`src/rtl/rv32i_pkg.sv`:
```
// Shared RV32I definitions: datapath width, instruction alignment, reset PC
// and the fetch entry (instruction word plus its address) passed to decode.
package rv32i_pkg;

    localparam int              XLEN         = 32;
    localparam int              INSTR_ALIGN  = 4;
    localparam logic [XLEN-1:0] RESET_PC_DEF = 32'h0000_0000;

    typedef struct packed {
        logic [XLEN-1:0] instr;
        logic [XLEN-1:0] pc;
    } fetch_entry_t;

    // Force an address onto an instruction word boundary.
    function automatic logic [XLEN-1:0] align_pc(input logic [XLEN-1:0] a);
        return {a[XLEN-1:2], 2'b00};
    endfunction

endpackage

```
`src/rtl/instr_fifo.sv`:
```
// Small synchronous FIFO with flush. A push is accepted when not full, or when
// full but popping in the same cycle. Flush empties it and overrides push/pop.
module instr_fifo #(
    parameter int WIDTH = 64,
    parameter int DEPTH = 4,
    localparam int AW = $clog2(DEPTH),
    localparam int CW = AW + 1
)(
    input  logic             Clk,
    input  logic             Rst,
    input  logic             i_push,
    input  logic [WIDTH-1:0] i_data,
    input  logic             i_pop,
    input  logic             i_flush,
    output logic [WIDTH-1:0] o_data,
    output logic [CW-1:0]    o_count,
    output logic             o_full,
    output logic             o_empty
);

    logic [WIDTH-1:0] r_mem [DEPTH];
    logic [AW-1:0]    r_wr;
    logic [AW-1:0]    r_rd;
    logic [CW-1:0]    r_cnt;
    logic             w_do_push;
    logic             w_do_pop;

    assign o_empty   = (r_cnt == '0);
    assign o_full    = (r_cnt == CW'(DEPTH));
    assign o_count   = r_cnt;
    assign o_data    = r_mem[r_rd];
    assign w_do_pop  = i_pop && !o_empty;
    assign w_do_push = i_push && (!o_full || w_do_pop);

    // Pointers and occupancy; depth is a power of two so pointers wrap freely.
    always_ff @(posedge Clk) begin
        if (Rst || i_flush) begin
            r_wr  <= '0;
            r_rd  <= '0;
            r_cnt <= '0;
        end else begin
            if (w_do_push) r_wr <= r_wr + 1'b1;
            if (w_do_pop)  r_rd <= r_rd + 1'b1;
            r_cnt <= r_cnt + CW'(w_do_push) - CW'(w_do_pop);
        end
    end

    // Storage; contents need no reset since reads are qualified by occupancy.
    always_ff @(posedge Clk) begin
        if (w_do_push && !Rst && !i_flush) r_mem[r_wr] <= i_data;
    end

endmodule

```
`src/rtl/instr_fetch.sv`:
```
// Instruction fetch: owns the PC, issues credit-limited word requests, tags
// returned words with their request address and queues them for decode.
// A redirect flushes both queues and drops every fetch still in flight.
module instr_fetch
    import rv32i_pkg::*;
#(
    parameter logic [XLEN-1:0] RESET_PC   = RESET_PC_DEF,
    parameter int              FIFO_DEPTH = 4
)(
    input  logic            Clk,
    input  logic            Rst,
    output logic            Imem_Req_Valid,
    input  logic            Imem_Req_Ready,
    output logic [XLEN-1:0] Imem_Req_Addr,
    input  logic            Imem_Rsp_Valid,
    input  logic [XLEN-1:0] Imem_Rsp_Data,
    input  logic            PC_Sel,
    input  logic [XLEN-1:0] PC_Target,
    output logic            Instr_Valid,
    input  logic            Instr_Ready,
    output logic [XLEN-1:0] Instruction,
    output logic [XLEN-1:0] Instr_PC,
    output logic            Fetch_Misalign
);

    localparam int CW = $clog2(FIFO_DEPTH) + 1;

    logic [XLEN-1:0] r_pc;
    logic [CW-1:0]   r_out;
    logic [CW-1:0]   r_drop;
    logic            r_misalign;

    logic            w_req_hs;
    logic            w_rsp;
    logic            w_rsp_keep;
    logic            w_pop;
    logic [CW-1:0]   w_out_next;
    logic [CW:0]     w_inflight;
    logic [CW-1:0]   w_ent_cnt;
    logic            w_ent_full;
    logic            w_ent_empty;
    logic [CW-1:0]   w_adr_cnt;
    logic            w_adr_full;
    logic            w_adr_empty;
    logic [XLEN-1:0] w_adr_head;
    fetch_entry_t    w_push_ent;
    fetch_entry_t    w_head;

    // Credit: in-flight requests plus queued words never exceed the queue depth,
    // so a response always finds a free slot and never needs backpressure.
    assign w_inflight     = {1'b0, r_out} + {1'b0, w_ent_cnt};
    assign Imem_Req_Valid = !Rst && (w_inflight < (CW+1)'(FIFO_DEPTH));
    assign Imem_Req_Addr  = r_pc;
    assign w_req_hs       = Imem_Req_Valid && Imem_Req_Ready;

    // Responses with nothing outstanding are protocol violations and ignored.
    assign w_rsp      = Imem_Rsp_Valid && (r_out != '0);
    assign w_rsp_keep = w_rsp && (r_drop == '0) && !PC_Sel;
    assign w_out_next = r_out + CW'(w_req_hs) - CW'(w_rsp);

    assign Instr_Valid = !w_ent_empty;
    assign w_pop       = Instr_Valid && Instr_Ready && !PC_Sel;
    assign Instruction = Instr_Valid ? w_head.instr : '0;
    assign Instr_PC    = Instr_Valid ? w_head.pc    : '0;

    assign w_push_ent.instr = Imem_Rsp_Data;
    assign w_push_ent.pc    = w_adr_head;
    assign Fetch_Misalign   = r_misalign;

    // Addresses of live (non-stale) requests, in issue order.
    instr_fifo #(.WIDTH(XLEN), .DEPTH(FIFO_DEPTH)) u_adr_q (
        .Clk     (Clk),
        .Rst     (Rst),
        .i_push  (w_req_hs),
        .i_data  (r_pc),
        .i_pop   (w_rsp_keep),
        .i_flush (PC_Sel),
        .o_data  (w_adr_head),
        .o_count (w_adr_cnt),
        .o_full  (w_adr_full),
        .o_empty (w_adr_empty)
    );

    // Fetched words awaiting decode.
    instr_fifo #(.WIDTH($bits(fetch_entry_t)), .DEPTH(FIFO_DEPTH)) u_ent_q (
        .Clk     (Clk),
        .Rst     (Rst),
        .i_push  (w_rsp_keep),
        .i_data  (w_push_ent),
        .i_pop   (w_pop),
        .i_flush (PC_Sel),
        .o_data  (w_head),
        .o_count (w_ent_cnt),
        .o_full  (w_ent_full),
        .o_empty (w_ent_empty)
    );

    // PC, outstanding and drop counters; a redirect overrides the sequential PC
    // and marks everything still in flight (including this cycle's request) stale.
    always_ff @(posedge Clk) begin
        if (Rst) begin
            r_pc   <= RESET_PC;
            r_out  <= '0;
            r_drop <= '0;
        end else begin
            r_out <= w_out_next;
            if (PC_Sel) begin
                r_pc   <= align_pc(PC_Target);
                r_drop <= w_out_next;
            end else begin
                if (w_req_hs) r_pc <= r_pc + XLEN'(INSTR_ALIGN);
                if (w_rsp && (r_drop != '0)) r_drop <= r_drop - 1'b1;
            end
        end
    end

    // One-cycle pulse when a redirect target is not word aligned.
    always_ff @(posedge Clk) begin
        if (Rst) r_misalign <= 1'b0;
        else     r_misalign <= PC_Sel && (PC_Target[1:0] != 2'b00);
    end

    a_rsp_orphan: assert property (@(posedge Clk) disable iff (Rst)
        !(Imem_Rsp_Valid && (r_out == '0)))
        else $error("instr_fetch: response with no request outstanding");

    a_credit: assert property (@(posedge Clk) disable iff (Rst)
        (w_inflight <= (CW+1)'(FIFO_DEPTH)) && !(w_rsp_keep && w_ent_full && !w_pop));

    a_adr_track: assert property (@(posedge Clk) disable iff (Rst)
        (w_adr_cnt <= r_out) && !(w_rsp_keep && w_adr_empty) && !(w_req_hs && w_adr_full && !PC_Sel));

endmodule

```
`config.mk`:
```
export PLATFORM = sky130hd
export DESIGN_NAME = instr_fetch
export DESIGN_NICKNAME = d
export VERILOG_FILES = /design/src/rtl/rv32i_pkg.sv /design/src/rtl/instr_fifo.sv /design/src/rtl/instr_fetch.sv
export SDC_FILE = /design/constraint.sdc
export NUM_CORES = 1
export LEC_CHECK = 0
export ABC_AREA = 0
export CORE_MARGIN = 5
export CORE_UTILIZATION = 45
export DETAILED_ROUTE_END_ITERATION = 10
export PLACE_DENSITY = 0.75
export RECOVER_POWER = 50
export SLEW_MARGIN = 5
export SYNTH_ARGS = -nofsm -noshare
export SYNTH_HDL_FRONTEND = slang
export SYNTH_HIERARCHICAL = 1
export SYNTH_SLANG_ARGS = --single-unit
```
`constraint.sdc`:
```
create_clock -name Clk -period 5.8 [get_ports Clk]
set_input_delay 1.74 -clock Clk [delete_from_list [all_inputs] [get_ports Clk]]
set_output_delay 1.74 -clock Clk [all_outputs]
set_load 0.02 [all_outputs]
```
==> report_table.html, run 1 <==
<table>
<tr><th>Metric</th><th>Value</th></tr>
<tr><th colspan="2">Critical path</th></tr>
<tr><td>Worst path slowest cell</td><td>sky130_fd_sc_hd__clkdlybuf4s50_1</td></tr>
<tr><td>Classification of the worst setup path</td><td>primary input to output pin</td></tr>
<tr><td>Data required time at the worst endpoint</td><td>4060 ps</td></tr>
<tr><td>Combined buffer and inverter count along the critical path</td><td>2</td></tr>
<tr><td>Maximum net fanout on the critical path</td><td>4</td></tr>
<tr><td>Capturing element type of the critical path</td><td>output pin</td></tr>
<tr><td>Critical path cell sequence</td><td>dlygate4sd3_1 &gt; or4_1 &gt; nor2_1 &gt; clkdlybuf4s50_1</td></tr>
<tr><td>Category of the worst setup path launch point</td><td>primary input</td></tr>
<tr><td>Worst path max stage delay</td><td>660 ps</td></tr>
<tr><td>Signal arrival time at the worst endpoint</td><td>3760 ps</td></tr>
<tr><td>Top cell family by delay on the critical path</td><td>buffers and inverters</td></tr>
<tr><th colspan="2">CTS</th></tr>
<tr><td>CTS tree</td><td>done</td></tr>
<tr><td>Buffers inserted during post-CTS setup optimization</td><td>0</td></tr>
<tr><td>CTS Sinks</td><td>439</td></tr>
<tr><td>Library cell used as clock root buffer</td><td>sky130_fd_sc_hd__clkbuf_16</td></tr>
<tr><td>Hold-fix buffers, CTS</td><td>0</td></tr>
<tr><td>Largest buffer count on any clock path</td><td>3</td></tr>
<tr><td>TritonCTS buffer count</td><td>45</td></tr>
<tr><td>Clock latency reported for the late side of the worst-skew pair</td><td>540 ps</td></tr>
<tr><td>CTS-repair resized insts</td><td>0</td></tr>
<tr><td>Clock slew at reported path FFs</td><td>60 ps</td></tr>
<tr><td>CTS H-tree depth</td><td>2</td></tr>
<tr><th colspan="2">Pwr</th></tr>
<tr><td>IR Drop Worst-Case VDD</td><td>0.2012 mV</td></tr>
<tr><td>Total power</td><td>6838 uW</td></tr>
<tr><td>Total leakage power</td><td>0.006831 uW</td></tr>
<tr><td>Power per cell area</td><td>318.8 nW/um^2</td></tr>
<tr><th colspan="2">Floorplan</th></tr>
<tr><td>Height of the chip</td><td>209.1 um</td></tr>
<tr><td>Count of boundary I/O pins</td><td>169</td></tr>
<tr><td>CORE AREA</td><td>39460 um^2</td></tr>
<tr><td>Effective utilization at floorplan</td><td>0.4519</td></tr>
<tr><td>Die X-Extent</td><td>209.1 um</td></tr>
<tr><td>Die area</td><td>43710 um^2</td></tr>
<tr><td>Rows</td><td>73</td></tr>
<tr><th colspan="2">Place</th></tr>
<tr><td>Cell Count Post-Placement</td><td>1639</td></tr>
<tr><td>Area after DPL</td><td>20070 um^2</td></tr>
<tr><td>Hpwl dp</td><td>22520 um</td></tr>
<tr><td>Final GP Congestion</td><td>0.8062</td></tr>
<tr><td>Number of buffer cells added on primary ports</td><td>166</td></tr>
<tr><th colspan="2">Synthesis</th></tr>
<tr><td>Post-synthesis cell count</td><td>969</td></tr>
<tr><td>Yosys Warn Count</td><td>6</td></tr>
<tr><td>Mean Syn Cell Area</td><td>18.40 um^2</td></tr>
<tr><td>Netlist Area Pre-Place</td><td>17830 um^2</td></tr>
<tr><th colspan="2">Route</th></tr>
<tr><td>Number of DRC violations after detailed-routing iteration 0</td><td>787</td></tr>
<tr><td>Avg WL per Cell</td><td>20.81 um</td></tr>
<tr><td>Post-detailed-route count of antenna-violating nets</td><td>0</td></tr>
<tr><td>Detailed-route DRC error count</td><td>0</td></tr>
<tr><td>Final Routed Wirelength</td><td>35870 um</td></tr>
<tr><td>Ratio of routed vias to standard cells</td><td>5.540</td></tr>
<tr><td>First-pass iteration count of the detailed router</td><td>5</td></tr>
<tr><td>Via count</td><td>9551</td></tr>
<tr><th colspan="2">GRT</th></tr>
<tr><td>Total gr overflow</td><td>0</td></tr>
<tr><td>Vias in the first global route</td><td>9791</td></tr>
<tr><td>Global router's overall resource usage</td><td>0.1613</td></tr>
<tr><td>Wire length of the first global-routing pass</td><td>55990 um</td></tr>
<tr><td>Antenna violations before repair</td><td>0</td></tr>
<tr><td>Largest net degree at the start of global routing</td><td>65</td></tr>
<tr><th colspan="2">Timing</th></tr>
<tr><td>Final Hold Violating Endpoints</td><td>0</td></tr>
<tr><td>Rel. slew slack</td><td>-0.4238</td></tr>
<tr><td>Worst-margin pin slew</td><td>2116 ps</td></tr>
<tr><td>Upper clock frequency limit</td><td>181.8 MHz</td></tr>
<tr><td>Largest clock skew in the final design</td><td>22.75 ps</td></tr>
<tr><td>Final Slew Violations</td><td>82</td></tr>
<tr><td>Period utilisation layout</td><td>0.9485</td></tr>
<tr><td>Final critical delay including setup and external delays</td><td>5502 ps</td></tr>
<tr><td>Setup TNS</td><td>0 ps</td></tr>
<tr><td>Final setup viols</td><td>0</td></tr>
<tr><td>Setup repair after global routing missed its margin</td><td>no</td></tr>
<tr><th colspan="2">Layout</th></tr>
<tr><td>Multi-input gate area in the final layout</td><td>4692 um^2</td></tr>
<tr><td>Nets</td><td>1251</td></tr>
<tr><td>Ratio of cells with drive above 1 in the final layout</td><td>0.1703</td></tr>
<tr><td>Fillers</td><td>3086</td></tr>
<tr><td>Post-route insts no fill</td><td>1724</td></tr>
<tr><td>Area overhead of the layout relative to synthesis</td><td>20.30%</td></tr>
<tr><td>Fin area</td><td>21450 um^2</td></tr>
<tr><td>FF/Latch Area</td><td>12640 um^2</td></tr>
<tr><th colspan="2">Worst hold path</th></tr>
<tr><td>Worst hold-check path type</td><td>flop to flop</td></tr>
<tr><th colspan="2">Status</th></tr>
<tr><td>Failing checks</td><td>capacitance limit, slew limit</td></tr>
<tr><td>Run status</td><td>finished with violations</td></tr>
<tr><th colspan="2">Run</th></tr>
<tr><td>Number of maximum-capacitance violations</td><td>3</td></tr>
</table>
-- routing by layer --
layer | routed length (um) | GRT usage | share of wire | vias to the layer above
met5 | 0 | 0 | 0 | -
met4 | 558 | 0.03510 | 0.016 | 0
met3 | 2431 | 0.03438 | 0.068 | 50
met2 | 17180 | 0.2623 | 0.48 | 335
met1 | 15700 | 0.2278 | 0.44 | 4906
li1 | - | - | - | 4260
-- layout by cell type, fill, tap and decap left out, drive strengths merged, types with 3 or more instances in the layout --
cell type,instances
clkinvlp,4
a31oi,3
edfxtp,384
clkdlybuf4s50,105
dfxtp,55
a211oi,13
nor2b,69
ha,17
xor2,5
nor2,28
nor4,15
and2,5
and3,13
inv,31
a21oi,8
nand2,27
nand3,19
o31ai,3
or4,3
nand4,16
buf,18
o211ai,5
nor3b,5
a2bb2oi,4
dlygate4sd3,61
or2,3
mux2i,5
xnor2,13
nor3,20
and4,10
fa,3
clkinv,16
mux4,96
a21bo,3
clkbuf,63
conb,10
bufinv,3
a2111oi,8
-- state kept, by name (all words and copies together), names as in the netlist, named ones only --
signal / flops
u_adr_q/r_rd: 2
r_out: 3
Fetch_Misalign: 1
u_ent_q/r_wr: 2
r_drop: 3
Imem_Req_Addr: 30
u_ent_q/o_count: 3
u_adr_q/r_wr: 2
u_adr_q/r_mem: 128
u_adr_q/o_count: 3
u_ent_q/r_rd: 2
u_ent_q/r_mem: 256
-- through the flow --
step | hold WS, ps | utilization | setup slack (ps)
floorplan | 467.7 | - | 735.7
global placement | 481.7 | 0.5086 | 511.5
detailed placement | 501.8 | 0.5086 | 482.1
CTS | 509.4 | 0.5460 | 471.2
global route | 524.6 | 0.5436 | 225.2
finish | 510.5 | 0.5436 | 298.4
-- worst paths after layout --
kind,startpoint,endpoint,slack [ps],cells after the start
setup / recovery,Rst,Imem_Req_Valid,300,4
setup reg to reg,u_ent_q/o_count[2],Imem_Req_Addr[17],1510,6
hold reg to reg,u_ent_q/r_wr[0],u_ent_q/r_wr[0],510,2
hold / removal,u_ent_q/r_wr[0],u_ent_q/r_wr[0],510,2
-- report_power, final --
part           switching, uW  total, uW  internal (uW)  leakage, uW
clock                   1150       2820           1670     0.000714
combinational            244        452            207      0.00219
sequential              75.8       3570           3490      0.00392
-- layout make-up --
cell class	count	share of cell area
Antenna cell	1	0.0001167
Clock inverter	25	0.01003
Sequential cell	439	0.5892
Clock buffer	59	0.05880
Tap cell	525	0.03062
Inverter	29	0.005075
Multi-Input combinational cell	458	0.2187
Timing Repair Buffer	188	0.08738
-- worst reg2reg max path: cells and delay by family, from the launching register on --
| kind | cells | cell delay (ps) |
|---|---|---|
| AND/OR/NAND/NOR | 2 | 2280 |
| AO/OA/AOI/OAI | 2 | 710 |
| adder cells (fa/ha/maj) | 1 | 310 |
| flip-flops | 1 | 540 |
| buffers and inverters | 1 | 320 |
(Power assumes the default switching activity.)
==> run 2, diff against run 1 <==
ABC_AREA = 1   (was 0)
HOLD_SLACK_MARGIN = 0.05   (was default)
==> run 2 against run 1 <==
  * Die area grew 3.6%
  * Critical endpoint is now Instruction[29]
  * Register-to-register slack better by 590 ps
  * Clock power about the same
  * The flow still finishes with violations (capacitance limit, slew limit)
  * Largest power group unchanged
  * Largest cell class unchanged
  * Via count is 31% higher
==> report_table.html, run 2 <==
<table>
<tr><th>Metric</th><th>Value</th></tr>
<tr><th colspan="2">Status</th></tr>
<tr><td>Run status</td><td>finished with violations</td></tr>
<tr><td>Failing checks</td><td>capacitance limit, slew limit</td></tr>
<tr><th colspan="2">Floorplan</th></tr>
<tr><td>Effective utilization at floorplan</td><td>0.4545</td></tr>
<tr><td>Count of boundary I/O pins</td><td>169</td></tr>
<tr><td>Rows</td><td>74</td></tr>
<tr><td>CORE AREA</td><td>40740 um^2</td></tr>
<tr><td>Die area</td><td>45300 um^2</td></tr>
<tr><td>Die X-Extent</td><td>212.8 um</td></tr>
<tr><td>Height of the chip</td><td>212.8 um</td></tr>
<tr><th colspan="2">Route</th></tr>
<tr><td>Post-detailed-route count of antenna-violating nets</td><td>0</td></tr>
<tr><td>Number of DRC violations after detailed-routing iteration 0</td><td>860</td></tr>
<tr><td>Via count</td><td>12500</td></tr>
<tr><td>Final Routed Wirelength</td><td>40860 um</td></tr>
<tr><td>Avg WL per Cell</td><td>17.09 um</td></tr>
<tr><td>Detailed-route DRC error count</td><td>0</td></tr>
<tr><td>First-pass iteration count of the detailed router</td><td>7</td></tr>
<tr><td>Ratio of routed vias to standard cells</td><td>5.226</td></tr>
<tr><th colspan="2">CTS</th></tr>
<tr><td>CTS tree</td><td>done</td></tr>
<tr><td>Buffers inserted during post-CTS setup optimization</td><td>0</td></tr>
<tr><td>Clock slew at reported path FFs</td><td>60 ps</td></tr>
<tr><td>CTS H-tree depth</td><td>2</td></tr>
<tr><td>CTS Sinks</td><td>439</td></tr>
<tr><td>Largest buffer count on any clock path</td><td>3</td></tr>
<tr><td>Library cell used as clock root buffer</td><td>sky130_fd_sc_hd__clkbuf_16</td></tr>
<tr><td>Hold-fix buffers, CTS</td><td>0</td></tr>
<tr><td>TritonCTS buffer count</td><td>45</td></tr>
<tr><td>CTS-repair resized insts</td><td>0</td></tr>
<tr><td>Clock latency reported for the late side of the worst-skew pair</td><td>560 ps</td></tr>
<tr><th colspan="2">Timing</th></tr>
<tr><td>Upper clock frequency limit</td><td>194.2 MHz</td></tr>
<tr><td>Rel. slew slack</td><td>-0.8445</td></tr>
<tr><td>Period utilisation layout</td><td>0.8878</td></tr>
<tr><td>Final Slew Violations</td><td>66</td></tr>
<tr><td>Final setup viols</td><td>0</td></tr>
<tr><td>Setup repair after global routing missed its margin</td><td>no</td></tr>
<tr><td>Final Hold Violating Endpoints</td><td>0</td></tr>
<tr><td>Worst-margin pin slew</td><td>2767 ps</td></tr>
<tr><td>Largest clock skew in the final design</td><td>29.64 ps</td></tr>
<tr><td>Worst Hold Slack</td><td>494.2 ps</td></tr>
<tr><td>Final critical delay including setup and external delays</td><td>5149 ps</td></tr>
<tr><th colspan="2">Layout</th></tr>
<tr><td>Nets</td><td>1913</td></tr>
<tr><td>Ratio of cells with drive above 1 in the final layout</td><td>0.06778</td></tr>
<tr><td>Final antenna diode count</td><td>0</td></tr>
<tr><td>Leading cell type in the layout, fill and taps excluded</td><td>sky130_fd_sc_hd__edfxtp_1</td></tr>
<tr><td>Top reg by flops</td><td>u_ent_q/r_mem</td></tr>
<tr><td>Fillers</td><td>3368</td></tr>
<tr><td>Leading cell types in the layout, fill and taps excluded</td><td>sky130_fd_sc_hd__edfxtp_1, sky130_fd_sc_hd__nor2_1, sky130_fd_sc_hd__nand2_1</td></tr>
<tr><td>Max reg flops</td><td>256</td></tr>
<tr><td>Post-route insts no fill</td><td>2391</td></tr>
<tr><td>Area overhead of the layout relative to synthesis</td><td>18.95%</td></tr>
<tr><th colspan="2">Critical path</th></tr>
<tr><td>Crit Reg-Reg Startpoint</td><td>u_ent_q/o_count[2]</td></tr>
<tr><td>Classification of the worst setup path</td><td>flop to output pin</td></tr>
<tr><td>Critical path cell sequence</td><td>inv_4 &gt; buf_4 &gt; o21ai_0 &gt; o22ai_1 &gt; inv_1 &gt; nor2_1 &gt; clkdlybuf4s50_1</td></tr>
<tr><td>Worst path max stage delay</td><td>740 ps</td></tr>
<tr><td>Worst Reg-to-Reg Cells</td><td>11</td></tr>
<tr><td>Minimum setup slack among reg-to-reg paths</td><td>2100 ps</td></tr>
<tr><td>Category of the worst setup path launch point</td><td>flop</td></tr>
<tr><td>Capturing point of the worst reg2reg path</td><td>r_drop[1]</td></tr>
<tr><td>Maximum net fanout on the critical path</td><td>83</td></tr>
<tr><td>Signal arrival time at the worst endpoint</td><td>3410 ps</td></tr>
<tr><td>Data required time at the worst endpoint</td><td>4060 ps</td></tr>
<tr><td>Capturing element type of the critical path</td><td>output pin</td></tr>
<tr><td>Worst path slowest cell</td><td>sky130_fd_sc_hd__inv_4</td></tr>
<tr><th colspan="2">Synthesis</th></tr>
<tr><td>Post-synthesis cell count</td><td>1661</td></tr>
<tr><td>Netlist Area Pre-Place</td><td>18510 um^2</td></tr>
<tr><td>Yosys Warn Count</td><td>6</td></tr>
<tr><td>Mean Syn Cell Area</td><td>11.15 um^2</td></tr>
<tr><th colspan="2">Worst hold path</th></tr>
<tr><td>Worst hold-check path type</td><td>flop to flop</td></tr>
<tr><td>Hold path endpoint</td><td>r_drop[1]</td></tr>
<tr><td>Min-Delay Path Depth</td><td>2</td></tr>
<tr><td>Start point of the worst hold path</td><td>r_drop[1]</td></tr>
<tr><th colspan="2">Place</th></tr>
<tr><td>Final GP Congestion</td><td>0.8961</td></tr>
<tr><td>Cell Count Post-Placement</td><td>2308</td></tr>
<tr><td>Hpwl dp</td><td>24990 um</td></tr>
<tr><td>Number of buffer cells added on primary ports</td><td>166</td></tr>
<tr><th colspan="2">GRT</th></tr>
<tr><td>Total gr overflow</td><td>0</td></tr>
<tr><td>Vias in the first global route</td><td>12270</td></tr>
<tr><td>Wire length of the first global-routing pass</td><td>64090 um</td></tr>
<tr><td>Global router's overall resource usage</td><td>0.1766</td></tr>
<tr><td>Antenna violations before repair</td><td>1</td></tr>
<tr><td>Largest net degree at the start of global routing</td><td>84</td></tr>
<tr><th colspan="2">Pwr</th></tr>
<tr><td>Cell-internal power</td><td>5331 uW</td></tr>
<tr><td>Seq pwr share</td><td>0.520</td></tr>
<tr><td>Net Switching</td><td>1477 uW</td></tr>
<tr><td>Power per cell area</td><td>309.2 nW/um^2</td></tr>
<tr><td>Total leakage power</td><td>0.007869 uW</td></tr>
<tr><td>Part of the total power dissipated in combinational logic</td><td>0.063</td></tr>
<tr><td>IR Drop Worst-Case VDD</td><td>0.2173 mV</td></tr>
<tr><td>Portion of total power attributed to the clock network</td><td>0.417</td></tr>
<tr><td>Switching Fraction</td><td>0.2170</td></tr>
<tr><th colspan="2">Run</th></tr>
<tr><td>Number of maximum-capacitance violations</td><td>1</td></tr>
</table>
## run 2: final cells by class
cell class                      instances  area [um^2]  area share
Clock buffer                           51         1170     0.05312
Clock inverter                         32        300.3     0.01364
Inverter                              169        644.4     0.02926
Multi-Input combinational cell        979         4727      0.2146
Sequential cell                       439        12640      0.5739
Tap cell                              532        665.6     0.03023
Timing Repair Buffer                  189         1877     0.08522
## run 2: stage by stage
step	utilization	setup slack, ps	cell area [um^2]	TNS [ps]	total power, uW
after floorplan	-	-391.5	18550	-100220	3852
after global placement	0.5050	954.3	20570	0	4032
after detailed placement	0.5050	960.7	20570	0	4046
after CTS	0.5411	665.8	22040	0	6880
after global routing	0.5406	425.9	22020	0	7055
final	0.5406	650.7	22020	0	6809
## run 2: metal layers
layer / global-route usage / share of wire
met1: 0.2449 / 0.44
met2: 0.2949 / 0.48
met3: 0.03130 / 0.065
met4: 0.03906 / 0.015
met5: 0 / 0.00032
## run 2: worst max path at each step
stage / from / end / slack (ps)
6_report: flop / Instruction[29] / 650
5_1_grt: flop / Instruction[29] / 430
4_1_cts: flop / Instruction[29] / 670
3_5_place_dp: Rst / Imem_Req_Valid / 960
3_3_place_gp: Rst / Imem_Req_Valid / 950
2_1_floorplan: PC_Sel / u_ent_q/r_mem[0][0] / -390
## run 2: power by group through the flow
| stage | Combinational, uW | Sequential (uW) | Clock [uW] |
|---|---|---|---|
| final | 427 | 3540 | 2840 |
| after global routing | 481 | 3550 | 3030 |
| after CTS | 443 | 3540 | 2900 |
| after detailed placement | 441 | 3600 | 0 |
| after global placement | 430 | 3600 | 0 |
| after floorplan | 247 | 3610 | 0 |
## run 2: critical path, delay by kind of cell, from the launching register on
family / cells / cell delay, ps
buf+inv: 4 / 1850
flops: 1 / 530
compound gates: 2 / 310
simple gates: 1 / 120
